File: src/rtl/lcd_refresh_requester.sv
// lcd_refresh_requester
//
// Consumer end of the change-flag interface fed by the per-signal change
// detectors of the 16x2 LCD path. Rising edges on the change flags are
// latched as pending refresh events. A round-robin arbiter picks one pending
// event at a time and hands it to the LCD controller over a req/ack/done
// handshake. After each completed refresh, a minimum idle gap is enforced.
//
// Parameters:
//   NUM_SRC        number of change-flag sources (>= 2)
//   GAP_CYCLES     idle cycles after each completed refresh (0 = no gap)
//   TIMEOUT_CYCLES ack/done abort limit, only used with REFRESH_TIMEOUT_EN
//
// Ports:
//   clk        system clock
//   reset      synchronous, active-low reset
//   change_in  change flags, one per source (may stay high for many cycles)
//   ack        LCD controller accepted the current request
//   done       one-cycle pulse, LCD controller finished the refresh
//   req        refresh request level
//   req_id     source index of the current request
//   busy       high whenever the FSM is not idle
//   pending    latched events not yet granted
//   lost       sticky: an event arrived on a source that was already pending
//   timeout    one-cycle abort pulse (constant 0 without the option)
//
// Optional feature, enabled by defining the macro REFRESH_TIMEOUT_EN:
// aborts a request whose ack/done does not arrive within TIMEOUT_CYCLES.
module lcd_refresh_requester #(
  parameter int NUM_SRC        = 4,
  parameter int GAP_CYCLES     = 1000,
  parameter int TIMEOUT_CYCLES = 50000000
) (
  input  logic                       clk,
  input  logic                       reset,
  input  logic [NUM_SRC-1:0]         change_in,
  input  logic                       ack,
  input  logic                       done,
  output logic                       req,
  output logic [$clog2(NUM_SRC)-1:0] req_id,
  output logic                       busy,
  output logic [NUM_SRC-1:0]         pending,
  output logic                       lost,
  output logic                       timeout
);

  localparam int ID_W  = $clog2(NUM_SRC);
  localparam int GAP_W = (GAP_CYCLES > 0) ? $clog2(GAP_CYCLES + 1) : 1;
  localparam logic [GAP_W-1:0] GAP_LAST = GAP_W'((GAP_CYCLES > 0) ? GAP_CYCLES - 1 : 0);
  localparam logic [ID_W-1:0]  PTR_INIT = ID_W'(NUM_SRC - 1);

  typedef enum logic [1:0] {
    IDLE,
    REQ,
    BUSY,
    HOLDOFF
  } state_t;

  state_t             state;
  state_t             state_next;
  logic [NUM_SRC-1:0] change_d;
  logic [NUM_SRC-1:0] rise;
  logic [NUM_SRC-1:0] clr_mask;
  logic [ID_W-1:0]    ptr;
  logic [ID_W-1:0]    grant_idx;
  logic               found;
  logic               grant_en;
  logic               timeout_next;
  logic               tmo_hit;
  logic [GAP_W-1:0]   gap_cnt;

  // Where a finished (or aborted) transaction goes: the gap is skipped
  // entirely when no gap is configured.
  function automatic state_t after_done();
    if (GAP_CYCLES == 0) begin
      return IDLE;
    end else begin
      return HOLDOFF;
    end
  endfunction

  // Source index reached by stepping 'offset' positions past 'base',
  // wrapping around the number of sources.
  function automatic logic [ID_W-1:0] rr_index(input logic [ID_W-1:0] base,
                                               input int offset);
    int sum;
    sum = (int'(base) + offset) % NUM_SRC;
    return ID_W'(sum);
  endfunction

  assign rise = change_in & ~change_d;
  assign req  = (state == REQ);
  assign busy = (state != IDLE);

  // Round-robin search starts just after the last granted index, so the
  // source that was served most recently has the lowest priority.
  always_comb begin
    found     = 1'b0;
    grant_idx = '0;
    for (int off = 1; off <= NUM_SRC; off++) begin
      if (!found && pending[rr_index(ptr, off)]) begin
        found     = 1'b1;
        grant_idx = rr_index(ptr, off);
      end
    end
  end

  // Next-state logic. In REQ, an ack that arrives together with done
  // finishes the transaction right away. An ack or done that arrives in
  // any other state is ignored. The awaited event always wins over an
  // abort that happens in the same cycle.
  always_comb begin
    state_next   = state;
    grant_en     = 1'b0;
    timeout_next = 1'b0;
    clr_mask     = '0;
    case (state)
      IDLE: begin
        if (found) begin
          grant_en   = 1'b1;
          state_next = REQ;
        end
      end
      REQ: begin
        if (ack) begin
          if (done) begin
            state_next = after_done();
          end else begin
            state_next = BUSY;
          end
        end else if (tmo_hit) begin
          state_next   = after_done();
          timeout_next = 1'b1;
        end
      end
      BUSY: begin
        if (done) begin
          state_next = after_done();
        end else if (tmo_hit) begin
          state_next   = after_done();
          timeout_next = 1'b1;
        end
      end
      HOLDOFF: begin
        if (gap_cnt == GAP_LAST) begin
          state_next = IDLE;
        end
      end
      default: begin
        state_next = IDLE;
      end
    endcase
    if (grant_en) begin
      clr_mask[grant_idx] = 1'b1;
    end
  end

  // State and event bookkeeping. A rise on a source that is being granted
  // in the same cycle keeps that source pending, so the new event is
  // served later. A rise on a source that is already pending is merged
  // with the existing event and recorded in the sticky lost flag.
  always_ff @(posedge clk) begin
    if (!reset) begin
      state    <= IDLE;
      change_d <= '0;
      pending  <= '0;
      lost     <= 1'b0;
      req_id   <= '0;
      ptr      <= PTR_INIT;
      gap_cnt  <= '0;
      timeout  <= 1'b0;
    end else begin
      state    <= state_next;
      change_d <= change_in;
      pending  <= (pending & ~clr_mask) | rise;
      if (|(rise & pending)) begin
        lost <= 1'b1;
      end
      if (grant_en) begin
        req_id <= grant_idx;
        ptr    <= grant_idx;
      end
      if ((state == HOLDOFF) && (state_next == HOLDOFF)) begin
        gap_cnt <= gap_cnt + 1'b1;
      end else begin
        gap_cnt <= '0;
      end
      timeout <= timeout_next;
    end
  end

`ifdef REFRESH_TIMEOUT_EN
  localparam int TMO_W = $clog2(TIMEOUT_CYCLES + 1);
  localparam logic [TMO_W-1:0] TMO_LAST = TMO_W'(TIMEOUT_CYCLES - 1);

  logic [TMO_W-1:0] tmo_cnt;

  // Wait-time counter. It restarts on every state change, so REQ and BUSY
  // each get their own full budget. The abort fires on the
  // TIMEOUT_CYCLES-th cycle spent waiting in the same state.
  always_ff @(posedge clk) begin
    if (!reset) begin
      tmo_cnt <= '0;
    end else if (((state == REQ) || (state == BUSY)) && (state_next == state)) begin
      tmo_cnt <= tmo_cnt + 1'b1;
    end else begin
      tmo_cnt <= '0;
    end
  end

  assign tmo_hit = ((state == REQ) || (state == BUSY)) && (tmo_cnt == TMO_LAST);
`else
  logic [31:0] unused_timeout_cfg;

  assign tmo_hit            = 1'b0;
  assign unused_timeout_cfg = 32'(TIMEOUT_CYCLES);
`endif

endmodule

File: config.mk
export PLATFORM = sky130hd
export DESIGN_NAME = lcd_refresh_requester
export DESIGN_NICKNAME = d
export VERILOG_FILES = /design/src/rtl/lcd_refresh_requester.sv
export SDC_FILE = /design/constraint.sdc
export NUM_CORES = 1
export LEC_CHECK = 0
export ABC_AREA = 1
export ABC_CLOCK_PERIOD_IN_PS = 2000
export CAP_MARGIN = 20
export CELL_PAD_IN_SITES_DETAIL_PLACEMENT = 1
export CELL_PAD_IN_SITES_GLOBAL_PLACEMENT = 1
export CORE_ASPECT_RATIO = 2
export CORE_UTILIZATION = 35
export CTS_CLUSTER_DIAMETER = 40
export DETAILED_ROUTE_END_ITERATION = 8
export PLACE_DENSITY = 0.77
export SLEW_MARGIN = 5
export SYNTH_ARGS = -nofsm -noshare
export SYNTH_HDL_FRONTEND = slang
export SYNTH_SLANG_ARGS = --single-unit
File: constraint.sdc
create_clock -name clk -period 2 [get_ports clk]
set_input_delay 0.4 -clock clk [delete_from_list [all_inputs] [get_ports clk]]
set_output_delay 0.4 -clock clk [all_outputs]
set_load 0.03 [all_outputs]
* Word-level counts from Yosys, hierarchy flattened *
Cells that the tools add are included.

cells by class
  add/sub/neg operators = 5
  $mul = 0
  divide/modulo/power cells = 0
  order comparisons = 6
  equality and inequality tests = 5
  shift operators = 0
  multiplexer cells = 27
  bitwise operators = 6
  reductions and logical operators = 12

operator list
  kind                                                                                 count
  2-bit two-way mux                                                                    8
  2-bit by 3-bit less-than comparator with 1-bit output, second input constant         5
  4-bit bitwise AND                                                                    3
  1-bit two-way mux                                                                    12
  10-bit by 1-bit adder with 10-bit output, second input constant                      1
  10-bit == test, second input constant                                                1
  1-bit binary-select mux with 2-bit select                                            4
  4-bit NOT                                                                            2
  2-bit one-hot mux with 4 select lines                                                1
  2-bit == test, second input constant                                                 3
  1-bit logical AND                                                                    5
  2-bit by 1-bit adder with 2-bit output, second input constant                        2
  2-bit adder, second input constant                                                   2
  4-bit two-way mux                                                                    1
  4-bit bitwise OR                                                                     1
  4-bit OR reduction                                                                   1
  1-bit logical NOT                                                                    3
  1-bit demux with 2-bit select                                                        1
  2-bit by 1-bit == test with 1-bit output, second input constant                      1
  2-bit by 1-bit greater-or-equal comparator with 1-bit output, second input constant  1
  2-bit logical NOT                                                                    1
  2-bit AND reduction                                                                  1
  2-bit nonzero test                                                                   1

word-level totals
  bits in registers = 25
  bits in latches = 0
  bits in writable memories = 0
  ROM bits = 0
  input bits = 8
  output and inout bits = 10
  word-level logic and storage cells = 68
  memories kept = 0

* Longest topological paths before layout *
  depth in word-level cells = 21
  mapped depth = 14
  depth with buffers taken out = 13

* Worst setup path after synthesis *
OpenSTA, ideal clock, no wires.

  path kind = reg2reg
  from = register pending[0]
  to = register pending[0]
  setup time = 120 ps
  data arrival time = 1,469 ps
  required time = 1,880 ps
  path slack = 411 ps
  cell stages (with the launch flop) = 12
  path buffers = 0
  period minus slack after synthesis = 1,589 ps
  cells stage by stage = dfxtp_1 -> nand2_1 -> nand2_2 -> inv_1 -> nand2_1 -> nand2_4 -> nand4_1 -> clkinv_1 -> nor2_1 -> nand2_1 -> a21oi_1 -> nor2_1

on the way
  cells in the longest elaborated chain, start to end = 20
  elaborated cells on any way between the ends = 33
  those cells by class = 2 x order compare; 21 x mux; 3 x bitwise; 7 x reduce/logical

RTL lines
  what                                                                                                                                                         line  source
  start, declared                                                                                                                                              42    output logic [NUM_SRC-1:0] pending,
  start signal, assigned                                                                                                                                       175   pending <= (pending & ~clr_mask) | rise;
  1-bit binary-select mux with 2-bit select                                                                                                                    101   if (!found && pending[rr_index(ptr, off)]) begin
  1-bit two-way mux (implied by the code)                                                                                                                      101
  1-bit two-way mux                                                                                                                                            101
  1-bit logical NOT                                                                                                                                            101
  1-bit logical AND                                                                                                                                            101
  1-bit two-way mux                                                                                                                                            101
  1-bit logical NOT                                                                                                                                            101
  1-bit logical AND                                                                                                                                            101
  [4 not listed]                                                                                                                                               n/a
  2-bit by 3-bit less-than comparator with 1-bit output (implied by the code) or 2-bit by 1-bit greater-or-equal comparator with 1-bit output (tied branches)  154   clr_mask[grant_idx] = 1'b1;
  1-bit logical AND (implied by the code)                                                                                                                      154
  1-bit two-way mux (implied by the code)                                                                                                                      154
  1-bit demux with 2-bit select                                                                                                                                154
  4-bit two-way mux                                                                                                                                            153   if (grant_en) begin
  4-bit NOT                                                                                                                                                    175
  4-bit bitwise AND (*)                                                                                                                                        175
  4-bit bitwise OR (*)                                                                                                                                         175

Mark *: on every way between the ends. The rest lies on a longest branch, timed or not. The select of a mux whose other input is x is not followed.
A chain may end at the register's enable or synchronous reset.

* Final worst setup path *
  from = register state[0]
  to = output req

on the way
  cells in the longest elaborated chain, start to end = 1

RTL lines
  what                                      line  source
  start, declared                           59    state_t state;
  start signal, assigned                    173   state <= state_next;
  2-bit by 1-bit == test with 1-bit output  92    assign req = (state == REQ);
  end, declared                             39    output logic req,

Every way passes these cells.

==> results.toml <==
[cells_and_area]
multiInputGateArea_um2 = 714
diodes = 0
area_delta_synth_final_pct = 20.4
final_nets = 219
fin_util_pct = 44.2
regArea_um2 = 500
drive_gt1_share_pct = 14.4
n_fill_cell = 496
layout_common_cells = "49 x nand2_1, 26 x nor2_1, 25 x dfxtp_1, 22 x inv_1, 15 x clkdlybuf4s50_1"
layout_commonest_cell = "nand2_1"
stdcell_count = 258

[placement]
place_congestion = 0.734
port_buffers = 16
dp_hpwl_um = 2910
place_ws_ns = 0.227
place_inst = 254

[timing]
period_needed_ns = 1.88
whs_ns = 0.467
finalSetupViolCount = 0
max_freq_ghz = 0.531
hold_viol = 0
fin_crit_sh_pct = 94.2
grt_setup_unrepaired = "no"
tns_ns = 0
fin_skew_ns = 0.00849
fin_ws_ns = 0.116
drv_slew = 0

[clock_network]
cts_made_buffers = 3
holdBufCountCts = 0
clk_pin_slew_ns = 0.09
htreeDepth = 1
cts_root_buf = "clkbuf_8"
clock_latency_ns = 0.27
cts_sinks = 25
clock_path_buffers = 2
cts_tree = "yes"

[power_and_ir_drop]
power.internal_mw = 1.13
p_seq_share_pct = 30.9
p_comb_share_pct = 54.5
p_switching_mw = 0.994
p_leak_nw = 0.746
pwr-share-clk_pct = 14.6
p_per_area_nw_per_um2 = 1320
peakVddDrop_mv = 0.734
switching_share_pct = 46.7

[run]
max_cap_viol_count = 0

[global_routing]
antenna_found_initial = 0
grt_pass1_vias = 1378
gr-total-overflow = 0
grt_max_degree = 16
grt_pass1_wl_um = 5690
grt_use_total_pct = 19.1

[die]
ios = 18
die_y_um = 89.5
core.rowCount = 31
coreArea_um2 = 3650
dieArea_um2 = 4100
die_w_um = 45.8
initial_core_util_pct = 36.8

[worst_setup_path]
cpMaxStageDelayCell = "clkdlybuf4s50_1"
cp_top_family = "buffers and inverters"
path_cells = "inv_1 > nor2_1 > clkdlybuf4s50_1"
cp.arrival_ns = 1.48
cp.required_ns = 1.60
crit_path_start = "state[0]"
max_stage_delay_ns = 0.67
end_kind = "primary output"
worst_setup_path_start_kind = "flop"
r2r-start = "ptr[0]"
worst-setup-path-type = "reg -> out"
worstPathMaxFanout = 4
path_buf_inv = 2

[logic_synthesis]
netlist_area_um2 = 1340
ys_ff_latch = 25
synth_fa_ha_area_share_pct = 0.934
synth_top_family_by_area = "simple AND/OR/NAND/NOR gates"
yosysSeqAreaShare_pct = 37.3
synth_compound_area_share_pct = 7.94
synth_area_per_cell_um2 = 7.09
synth_area_leaders = "dfxtp_1 37%, nand2_1 14%, nor2_1 7.3%"
syn_inst = 189
muxShareOfSynthArea_pct = 0
synth_area_leader_cell = "dfxtp_1"
synth_nets = 198
yosys_warnings = 0
yosysUniqueCellTypes = 32
synth_xor_area_share_pct = 1.31
synth_top_cell_area_share_pct = 37.3
synth-simple-area-share_pct = 42.9

[routing]
routedWlPerCell_um = 13.2
viasPerCell = 4.84
drc = 0
drtIter0Drc = 6
ant_nets = 0
wl_um = 3400
vias = 1249
firstDrtPassIters = 3

[min_path]
hold_start = "gap_cnt[0]"
hold_class = "reg -> reg"

[outcome]
status = "finished clean"
[power by group through the flow]
stage                     registers [mW]  logic [mW]  clock network (mW)
after floorplan                    0.693       0.823                   0
after global placement             0.662        1.14                   0
after detailed placement           0.669        1.17                   0
after CTS                          0.659        1.18               0.318
after global routing               0.669        1.27               0.341
final                              0.658        1.16               0.310
[synthesized netlist by cell type]
cell type / instances
nor2_1: 26
o2bb2ai_1: 1
xor2_1: 2
buf_4: 1
o211ai_1: 1
a211oi_1: 1
nand3_2: 1
nand4_1: 3
nor2_8: 1
clkinv_1: 1
o21ai_0: 3
nand3_1: 8
inv_2: 2
nor3_1: 1
conb_1: 1
nand2_2: 11
clkbuf_1: 1
ha_1: 1
buf_6: 1
a21oi_1: 9
dfxtp_1: 25
inv_6: 1
a21oi_2: 1
nand3b_4: 1
nor3b_1: 5
nand3b_1: 2
nor3b_2: 1
o21a_1: 1
inv_1: 22
a31oi_1: 1
nand2_4: 4
nand2_1: 49
[metrics by stage]
stage	cell area, um^2	power, mW
floorplan	1340	1.52
global placement	1560	1.80
detailed placement	1560	1.84
CTS	1610	2.15
global route	1610	2.29
finish	1610	2.13
[worst paths after layout]
kind,to,slack [ns],depth (start not counted)
hold / removal,gap_cnt[0],0.47,1
setup reg to reg,pending[0],0.21,12
hold reg to reg,gap_cnt[0],0.47,1
setup / recovery,req,0.12,3
[routing by layer]
| metal | vias up | track usage (%) | routed length, um |
|---|---|---|---|
| met5 | - | 0 | 0 |
| met4 | 0 | 10.2 | 89 |
| met3 | 6 | 2.42 | 40 |
| met2 | 10 | 40.0 | 2190 |
| met1 | 606 | 15.3 | 1080 |
| li1 | 627 | - | - |
[cells by family (layout without fill, tap and decap cells)]
| family | Yosys count | in the layout |
|---|---|---|
| other | 1 | 1 |
| AOI/OAI and AO/OA | 18 | 18 |
| and+or+nand+nor | 113 | 113 |
| xor gates and xnor gates | 2 | 2 |
| buffers and inverters | 29 | 49 |
| adders and majority gates | 1 | 1 |
| DFF | 25 | 25 |
[timing repair]
action	4_1_cts	5_1_grt
buffers inserted	0	0
resized for setup	0	1
setup endpoints to repair	0	1
[state kept, by name (all words and copies together) (netlist names)]
signal and flops:
pending 4, change_d 4, req_id 2, gap_cnt 10, state 2, ptr 2, lost 1
[layout make-up]
type / count / share of cell area (%)
multi-input cells: 135 / 44.3
flip-flops and latches: 25 / 31.0
repair buffers: 19 / 11.5
inverters: 26 / 6.36
well taps: 49 / 3.80
clock buffers: 3 / 2.56
clock inverters: 1 / 0.465
Power figures use the tool's default switching activity.
